$ cat src/rtl/imem_loader.sv
// Length-prefixed byte-stream loader for the CPU instruction memory; holds the CPU in reset until the load completes.
// Optional trailing XOR checksum byte is enabled by defining IMEM_LOADER_CHECKSUM_EN.
module imem_loader #(
  parameter int unsigned ADDR_W = 8,
  parameter int unsigned WORD_W = 32
) (
  input  logic              clk_i,
  input  logic              rst_i,
  input  logic              byte_valid_i,
  input  logic [7:0]        byte_data_i,
  output logic              byte_ready_o,
  output logic              imem_we_o,
  output logic [ADDR_W-1:0] imem_addr_o,
  output logic [WORD_W-1:0] imem_data_o,
  output logic              cpu_rst_n_o,
  output logic              cpu_start_o,
  output logic              busy_o,
  output logic              done_o,
  output logic              err_o
);

  localparam logic [2:0] S_IDLE   = 3'd0;
  localparam logic [2:0] S_HDR_HI = 3'd1;
  localparam logic [2:0] S_DATA   = 3'd2;
  localparam logic [2:0] S_CHECK  = 3'd3;
  localparam logic [2:0] S_FINISH = 3'd4;
  localparam logic [2:0] S_DONE   = 3'd5;
  localparam logic [2:0] S_ERR    = 3'd6;

  logic [2:0]        state_q, state_d;
  logic [7:0]        nlo_q, nlo_d;
  logic [ADDR_W:0]   n_q, n_d;
  logic [ADDR_W:0]   idx_q, idx_d;
  logic [1:0]        lane_q, lane_d;
  logic [23:0]       shift_q, shift_d;
  logic              we_q, we_d;
  logic [ADDR_W-1:0] addr_q, addr_d;
  logic [WORD_W-1:0] data_q, data_d;
`ifdef IMEM_LOADER_CHECKSUM_EN
  logic [7:0]        csum_q, csum_d;
`endif

  logic        accept;
  logic        last_pending;
  logic [15:0] n_full;

  assign n_full = {byte_data_i, nlo_q};

  // Final word is being written this cycle: stay in DATA without taking bytes so FINISH follows the write.
  assign last_pending = (state_q == S_DATA) && we_q && (idx_q == n_q);

  always_comb begin
    byte_ready_o = 1'b0;
    case (state_q)
      S_IDLE, S_HDR_HI, S_CHECK: byte_ready_o = 1'b1;
      S_DATA:                    byte_ready_o = !last_pending;
      default:                   byte_ready_o = 1'b0;
    endcase
  end

  assign accept = byte_valid_i && byte_ready_o;

  always_comb begin
    state_d = state_q;
    nlo_d   = nlo_q;
    n_d     = n_q;
    idx_d   = idx_q;
    lane_d  = lane_q;
    shift_d = shift_q;
    we_d    = 1'b0;
    addr_d  = addr_q;
    data_d  = data_q;
`ifdef IMEM_LOADER_CHECKSUM_EN
    csum_d  = csum_q;
`endif
    case (state_q)
      S_IDLE: begin
        if (accept) begin
          nlo_d   = byte_data_i;
          state_d = S_HDR_HI;
        end
      end
      S_HDR_HI: begin
        if (accept) begin
          if ((n_full == '0) || (n_full > 16'(2**ADDR_W))) begin
            state_d = S_ERR;
          end else begin
            n_d     = n_full[ADDR_W:0];
            idx_d   = '0;
            lane_d  = '0;
`ifdef IMEM_LOADER_CHECKSUM_EN
            csum_d  = '0;
`endif
            state_d = S_DATA;
          end
        end
      end
      S_DATA: begin
        if (last_pending) begin
          state_d = S_FINISH;
        end else if (accept) begin
          lane_d = lane_q + 2'd1;
`ifdef IMEM_LOADER_CHECKSUM_EN
          csum_d = csum_q ^ byte_data_i;
`endif
          if (lane_q == 2'd3) begin
            we_d   = 1'b1;
            addr_d = idx_q[ADDR_W-1:0];
            data_d = {byte_data_i, shift_q};
            idx_d  = idx_q + 1'b1;
`ifdef IMEM_LOADER_CHECKSUM_EN
            if ((idx_q + 1'b1) == n_q) state_d = S_CHECK;
`endif
          end else begin
            shift_d = {byte_data_i, shift_q[23:8]};
          end
        end
      end
`ifdef IMEM_LOADER_CHECKSUM_EN
      S_CHECK: begin
        if (accept) state_d = (byte_data_i == csum_q) ? S_FINISH : S_ERR;
      end
`endif
      S_FINISH: state_d = S_DONE;
      default: ;
    endcase
  end

  always_ff @(posedge clk_i) begin
    if (rst_i) begin
      state_q <= S_IDLE;
      nlo_q   <= '0;
      n_q     <= '0;
      idx_q   <= '0;
      lane_q  <= '0;
      shift_q <= '0;
      we_q    <= 1'b0;
      addr_q  <= '0;
      data_q  <= '0;
`ifdef IMEM_LOADER_CHECKSUM_EN
      csum_q  <= '0;
`endif
    end else begin
      state_q <= state_d;
      nlo_q   <= nlo_d;
      n_q     <= n_d;
      idx_q   <= idx_d;
      lane_q  <= lane_d;
      shift_q <= shift_d;
      we_q    <= we_d;
      addr_q  <= addr_d;
      data_q  <= data_d;
`ifdef IMEM_LOADER_CHECKSUM_EN
      csum_q  <= csum_d;
`endif
    end
  end

  assign imem_we_o   = we_q;
  assign imem_addr_o = addr_q;
  assign imem_data_o = data_q;
  assign cpu_rst_n_o = (state_q == S_DONE);
  assign cpu_start_o = (state_q == S_DONE);
  assign done_o      = (state_q == S_DONE);
  assign err_o       = (state_q == S_ERR);
  assign busy_o      = (state_q != S_IDLE) && (state_q != S_DONE) && (state_q != S_ERR);

endmodule
$ cat config.mk
export PLATFORM = sky130hd
export DESIGN_NAME = imem_loader
export DESIGN_NICKNAME = d
export VERILOG_FILES = /design/src/rtl/imem_loader.sv
export SDC_FILE = /design/constraint.sdc
export NUM_CORES = 1
export LEC_CHECK = 0
export CAP_MARGIN = 20
export CORE_MARGIN = 2
export CORE_UTILIZATION = 23
export CTS_CLUSTER_DIAMETER = 80
export DETAILED_ROUTE_END_ITERATION = 16
export HOLD_SLACK_MARGIN = 0.1
export PLACE_DENSITY = 0.49
export SYNTH_ARGS = -nofsm -noshare
export SYNTH_HDL_FRONTEND = slang
export SYNTH_SLANG_ARGS = --single-unit
$ cat constraint.sdc
create_clock -name clk_i -period 3 [get_ports clk_i]
set_input_delay 0.3 -clock clk_i [delete_from_list [all_inputs] [get_ports clk_i]]
set_output_delay 0.3 -clock clk_i [all_outputs]
set_load 0.005 [all_outputs]
== Word level (Yosys, flattened, before mapping) ==
Index checks and enable logic that the tools add are counted.

* Add/sub/neg operators: 2
* Eq/ne operators: 17
* Order comparisons: 1
* Reductions and logical operators: 21
* Bitwise logic cells: 5
* Multiplexer cells: 18

{| class="wikitable"
|+ Operators with widths
! operator !! count
|-
| 9-bit two-way mux || 5
|-
| 9-bit one-hot mux with 2 select lines || 1
|-
| 16-bit by 9-bit greater-than comparator with 1-bit output (second input constant) || 1
|-
| 16-bit zero test || 1
|-
| 3-bit two-way mux || 4
|-
| 2-bit != test (second input constant) || 6
|-
| 3-bit one-hot mux with 4 select lines || 1
|-
| 4-bit AND reduction || 3
|-
| 9-bit by 1-bit adder with 9-bit output (second input constant) || 1
|-
| 3-bit equality test (second input constant) || 3
|-
| 9-bit equality test || 1
|-
| 2-bit two-way mux || 4
|-
| 3-bit by 2-bit equality test with 1-bit output (second input constant) || 2
|-
| 3-bit != test (second input constant) || 2
|-
| 6-bit AND reduction || 1
|-
| 1-bit logical AND || 5
|-
| 1-bit inverter || 5
|-
| 5-bit AND reduction || 1
|-
| 2-bit one-hot mux with 2 select lines || 1
|-
| 4-bit nonzero test || 1
|-
| 4-bit OR reduction || 1
|-
| 3-bit by 1-bit equality test with 1-bit output (second input constant) || 1
|-
| 3-bit zero test || 1
|-
| 3-bit AND reduction || 1
|-
| 11 further kinds || 11
|}

* Output and inout port bits: 47
* Input bits: 11
* Register bits after elaboration: 96
* Logic and storage cells: 73

== Logic depth before layout (Yosys ltp) ==
Gate-level depths: netlist of the first run.

* Word-level depth: 9
* Depth in mapped cells: 9

== Worst setup path before layout of the first run ==
No wires, ideal clock.

* Path type: input-to-reg
* Start point: in byte_data_i[2]
* End point: reg idx_q[2]
* Library setup time: 120 ps
* Path buffers: 0
* Setup slack: 1046 ps
* Arrival time: 1835 ps
* Cell stages on the path: 6
* Cells stage by stage: or4_4 -> a211oi_4 -> o21ai_2 -> a221oi_4 -> nor2_2 -> a211o_1

* Cells in the longest elaborated chain, start to end: 4

{| class="wikitable"
|+ RTL lines
! element !! RTL line !! text
|-
| from (decl) || 10 || <nowiki>input logic [7:0] byte_data_i,</nowiki>
|-
| 16-bit by 9-bit greater-than comparator with 1-bit output or 16-bit zero test (tied branches) || 85 || <nowiki>if ((n_full == '0) || (n_full > 16'(2**ADDR_W))) begin</nowiki>
|-
| 1-bit logical OR * || 85 ||
|-
| 2-bit != test (no source line) * || n/a ||
|-
| 6-bit AND reduction (no source line) * || n/a ||
|-
| to (signal assigned) || 147 || <nowiki>idx_q <= idx_d;</nowiki>
|-
| to (decl) || 33 || <nowiki>logic [ADDR_W:0] idx_q, idx_d;</nowiki>
|}

Every way passes the cells marked *; elsewhere a longest branch is shown, timed or not.
A chain may end at the register's enable or synchronous reset.

== Worst setup path after layout of the first run ==
* Start point: reg idx_q[2]
* End point: out byte_ready_o

* Cells in the longest elaborated chain, start to end: 4

{| class="wikitable"
|+ RTL lines
! element !! RTL line !! text
|-
| 9-bit equality test || 50 || <nowiki>assign last_pending = (state_q == S_DATA) && we_q && (idx_q == n_q);</nowiki>
|-
| 1-bit logical AND || 50 ||
|-
| 1-bit zero test || 56 || <nowiki>S_DATA: byte_ready_o = !last_pending;</nowiki>
|-
| 1-bit one-hot mux with 2 select lines || 54 || <nowiki>case (state_q)</nowiki>
|-
| to (decl) || 11 || <nowiki>output logic byte_ready_o,</nowiki>
|}

Every way passes these cells.

==> flow_metrics.tcl, run 1 <==
set metrics [dict create \
    fin_crit_sh 0.850 \
    routed_wl_mm 9.97 \
    hold_violations 0 \
    grt_pass1_wl_mm 16.5 \
    cts_sinks 96 \
    post_drt_wl_per_cell_um 13.4 \
    numPortBuffers 57 \
    clock_path_buffers 2 \
    critPathKind "reg -> out" \
    gr-max-usage-layer "met2" \
    skew_ns 0.0136 \
    slew_violations 0 \
    hold_buffers 0 \
    grt_max_degree 55 \
    dieHeight_um 134 \
    vias 3276 \
    max_cap_viol_count 0 \
    hold_path_startpoint "rst_i" \
    cts_tree "built" \
    synth.ff_latch_count 96 \
    max_stage_delay_ns 0.48 \
    grtUsageMet1 0.157 \
    cts.clk_slew.worst_paths_ns 0.07 \
    cp_slowest_cell "dfxtp_1" \
    final_layout_size_suffix_gt1_frac 0.0822 \
    postCtsSetupBuffers 0 \
    area_delta_synth_final_pct 28.4 \
    syn_area_um2 3860 \
    fin_crit_ns 2.55 \
    crit_chain "xnor2_1 -> nand4_1 -> nor3_2 -> a21oi_1 -> clkdlybuf4s50_1" \
    setup-tns-final_ns 0 \
    fmax_mhz 392 \
    vias_per_cell 4.41 \
    synthCells 474 \
    cts_max_level 3 \
    synth_top_area_frac 0.498 \
    ant_nets 0 \
    clk_latency_ns 0.35 \
    initialDrtViolationCount 143 \
    end_kind "output port" \
    die_area_um2 17800 \
    rrSetupSlack_ns 0.60 \
    seqCellArea_um2 1920 \
    required_ns 2.70 \
    placementRows 47 \
    pre_cts_slack_ns 0.275 \
    leakage_nw 1.69 \
    hp-class "in -> reg" \
    rsz0062_at_grt "false" \
    layout.nets 531 \
    antenna_found_initial 0 \
    drc_errors 0 \
    fp.coreArea_um2 16500 \
    synth_edf_count 0 \
    dp_hpwl_mm 7.08 \
    async_reset_ff_frac 0 \
    power.density_nw_per_um2 531 \
    ctsResizeCount 0 \
    rr_endpoint "imem_data_o[21]" \
    min_to "lane_q[1]" \
    multi_input_area_um2 1790 \
    cp_top_family "simple AND/OR/NAND/NOR gates" \
    insertedDiodeCount 0 \
    arrival_ns 2.25 \
    r2r-start "idx_q[2]" \
    path_max_fanout 7 \
    gp_congestion 0.827 \
    syn_nets 487 \
    cts-buffers-inserted 9 \
    final_common_cell "nand2_1" \
    grt_use_met3 0.0221 \
    fp.dieW_um 134 \
    vdd_drop_max_mv 0.212 \
    status "completed" \
    setup_violations 0 \
    grt.overflow.total 0 \
    syn_area_per_cell_um2 8.15 \
    hold_depth 4 \
    drtPass1Iterations 4 \
    grt_use_met2 0.180 \
    fillers 1746 \
    start_kind "flop" \
    io_pins 58 \
    grt_pass1_vias 3215 \
    final_cell_mix "nand2_1, dfxtp_1, a21oi_1" \
    worst-path-buf-inv 1 \
    ys_seq_area_frac 0.498 \
    start_util 0.234 \
    yosysUniqueCellTypes 44 \
    synth_ff_type "dfxtp_1" \
    fin_ws_ns 0.451 \
    yosysTopAreaCell "dfxtp_1" \
    tightest_slew_ns 0.915 \
    r2r_cells 7 \
    synthTopCellsByArea "dfxtp_1, nand2_1, a21oi_1, mux2i_1, xnor2_1" \
    grt_use_total 0.116 \
    slew_headroom 0.385 \
    yosys_warnings 0 \
    clockRootBuffer "clkbuf_16" \
]
## metrics by stage
stage	utilization	total power [W]	instances	hold slack, ns	area [um2]
floorplan	-	0.00143	474	0.432	3860
CTS	0.300	0.00267	743	0.429	4960
global route	0.300	0.00274	743	0.477	4960
detailed placement	0.282	0.00150	727	0.449	4660
global placement	0.282	0.00150	727	0.446	4660
finish	0.300	0.00263	743	0.421	4960
## flip-flops by register name, summed over array words and instances, names as in the netlist
signal and count:
imem_data_o 32, shift_q 24, idx_q 9, n_q 9, imem_addr_o 8, nlo_q 8, state_q 3, lane_q 2
imem_we_o 1
## power breakdown
group,leakage (nW),internal [W],switching [W]
logic,0.768,0.0000606,0.0000968
clock network,0.144,0.000654,0.000512
registers,0.775,0.00129,0.0000207
## layer usage
metal | vias to the layer above | routed length, um
met5 | - | 0
met4 | 0 | 174
met3 | 13 | 394
met2 | 72 | 4470
met1 | 1518 | 4930
li1 | 1673 | -
## logic make-up after synthesis
group | after synthesis | synth area share
buffers and inverters | 36 | 0.0415
adders and majority gates | 2 | 0.00648
DFF | 96 | 0.498
xor gates and xnor gates | 11 | 0.0249
muxes | 10 | 0.0262
and+or+nand+nor | 220 | 0.252
AOI/OAI and AO/OA | 99 | 0.152
## cell usage after synthesis, types with 4 or more instances
cell type / instances
a21o_1: 5
xnor2_1: 9
a21oi_1: 76
nand2b_1: 5
nand2_1: 154
clkbuf_1: 20
nor2_1: 18
o21ai_0: 5
o41ai_1: 6
buf_2: 13
dfxtp_1: 96
nand3_1: 8
mux2i_1: 9
nor3_1: 4
## final cells by class
type | instances | share of cell area
flip-flops and latches | 96 | 0.387
multi-input cells | 342 | 0.361
repair buffers | 69 | 0.135
well taps | 220 | 0.0555
clock buffers | 9 | 0.0454
clock inverters | 7 | 0.0159
## worst min-delay path, delay by kind of cell
family,cells,cell delay [ns]
and+or+nand+nor,2,0.25
buffers and inverters,1,0.12
AOI/OAI and AO/OA,1,0.06
## worst max-delay path by stage
stage / start / end / slack (ns) / cells after the start
after CTS: idx_q[5] / byte_ready_o / 0.43 / 5
after global routing: idx_q[2] / byte_ready_o / 0.28 / 5
after floorplan: byte_data_i[2] / idx_q[2] / 1.05 / 6
after detailed placement: byte_data_i[2] / idx_q[2] / 0.28 / 7
final: idx_q[2] / byte_ready_o / 0.45 / 5
after global placement: byte_data_i[2] / idx_q[2] / 0.35 / 7
No activity file was read; power rests on OpenSTA's default activity.
==> inputs of run 2 (changes only) <==
clock period = 2.4 ns   (was 3 ns; I/O delays follow)
==> flow_metrics.tcl, run 2 (synthesis results as in run 1) <==
set metrics [dict create \
    status "completed" \
    fp.coreArea_um2 16500 \
    swShare 0.220 \
    power.density_nw_per_um2 690 \
    antenna_found_initial 0 \
    required_ns 2.16 \
    vias 3361 \
    postCtsSetupBuffers 0 \
    leakage_nw 1.80 \
    path_max_fanout 7 \
    post_drt_wl_per_cell_um 13.3 \
    clock_path_buffers 2 \
    vias_per_cell 4.42 \
    grt_max_degree 35 \
    dp_cells 744 \
    power_frac_clock 0.475 \
    dp_hpwl_mm 7.33 \
    p_seq_frac 0.463 \
    skew_ns 0.00945 \
    routed_wl_mm 10.1 \
    setup_violations 0 \
    cts_sinks 96 \
    largest_reg_flops 32 \
    drc_errors 0 \
    grt_pass1_vias 3270 \
    instances_no_fill 760 \
    cts_max_level 3 \
    initialDrtViolationCount 143 \
    max_cap_viol_count 0 \
    tightest_slew_ns 0.448 \
    cts-buffers-inserted 9 \
    fillers 1723 \
    numPortBuffers 57 \
    postLayoutCellArea_um2 5130 \
    drtPass1Iterations 5 \
    hp-class "in -> reg" \
    hold_violations 0 \
    vdd_drop_max_mv 0.321 \
    dieHeight_um 134 \
    start_kind "flop" \
    final_cell_mix "nand2_1, dfxtp_1, a21oi_1" \
    p_sw_w 0.000777 \
    rsz0062_at_grt "false" \
    fmax_mhz 438 \
    layout.nets 548 \
    cts_tree "built" \
    placementRows 47 \
    power.total_w 0.00354 \
    grt.overflow.total 0 \
    cts.clk_slew.worst_paths_ns 0.07 \
    final_layout_size_suffix_gt1_frac 0.117 \
    grt_use_total 0.117 \
    post_dp_cell_area_um2 4770 \
    ant_nets 0 \
    grt_pass1_wl_mm 16.9 \
    critPathKind "reg -> out" \
    final_common_cell "nand2_1" \
    start_util 0.234 \
    finish.utilization 0.310 \
    clockRootBuffer "clkbuf_16" \
    arrival_ns 2.04 \
    slew_violations 0 \
    p_comb_frac 0.063 \
    internal-power_w 0.00276 \
    end_kind "output port" \
    gp_congestion 0.817 \
    fin_crit_ns 2.28 \
    clk_latency_ns 0.34 \
    insertedDiodeCount 0 \
    die_area_um2 17800 \
    area_delta_synth_final_pct 32.8 \
    hold_buffers 0 \
    fin_crit_sh 0.952 \
    slew_headroom 0.701 \
    fp.dieW_um 134 \
    io_pins 58 \
]
==> run 2: cell count changes in the layout (fill, tap and decap cells not counted) <==
cell / delta
clkinvlp_4: -2
buf_4: +18
dfxtp_2: +3
buf_12: -1
inv_6: -1
bufinv_16: +2
clkbuf_8: +1
dfxtp_1: -3
==> run 2: timing repair <==
action	in CTS	in global routing
endpoints found under the hold margin	0	0
setup endpoints to repair	0	9
resized for setup	0	3
==> run 2: cell type report <==
class / instances / area, um2 / area share
repair buffers: 86 / 783 / 0.153
multi-input cells: 342 / 1790 / 0.349
clock inverters: 6 / 115 / 0.0224
clock buffers: 10 / 239 / 0.0466
flip-flops and latches: 96 / 1930 / 0.375
well taps: 220 / 275 / 0.0537
==> run 2: worst paths after layout <==
check                               startpoint  slack, ns         endpoint  depth (start not counted)
worst max-delay path                  idx_q[3]       0.12     byte_ready_o                          5
worst min-delay path                     rst_i       0.35      shift_q[20]                          2
worst max register to register        idx_q[3]       0.23  imem_data_o[19]                          7
worst min register to register  imem_data_o[3]       0.46   imem_data_o[3]                          2
==> run 2: per-stage QoR <==
step | setup TNS (ns) | hold slack [ns] | worst slack [ns]
6_report | 0 | 0.348 | 0.116
5_1_grt | 0 | 0.364 | 0.00656
4_1_cts | 0 | 0.338 | 0.0440
3_5_place_dp | -0.0965 | 0.450 | -0.0965
3_3_place_gp | -0.0647 | 0.447 | -0.0647
2_1_floorplan | 0 | 0.376 | 0.506
==> run 2: power by group through the flow <==
stage	Clock [W]	Combinational, W	Sequential [W]
after floorplan	0	0.000125	0.00166
after global placement	0	0.000220	0.00167
after detailed placement	0	0.000222	0.00167
after CTS	0.00172	0.000223	0.00164
after global routing	0.00178	0.000244	0.00164
final	0.00168	0.000221	0.00164
==> run 2: worst max-delay path, cell delays in order (launching register included) <==
cell and delay, ns:
dfxtp_2 0.41, xnor2_1 0.13, nand4_1 0.20, nor3_2 0.32, a21oi_1 0.17, clkdlybuf4s50_1 0.49
==> run 2: metal layers <==
metal | routed length, um | part of all wire | vias up | track usage
met1 | 5070 | 0.50 | 1562 | 0.161
li1 | - | - | 1709 | -
met5 | 0 | 0 | - | 0
met2 | 4450 | 0.44 | 78 | 0.180
met3 | 341 | 0.034 | 12 | 0.0225
met4 | 233 | 0.023 | 0 | 0.0514
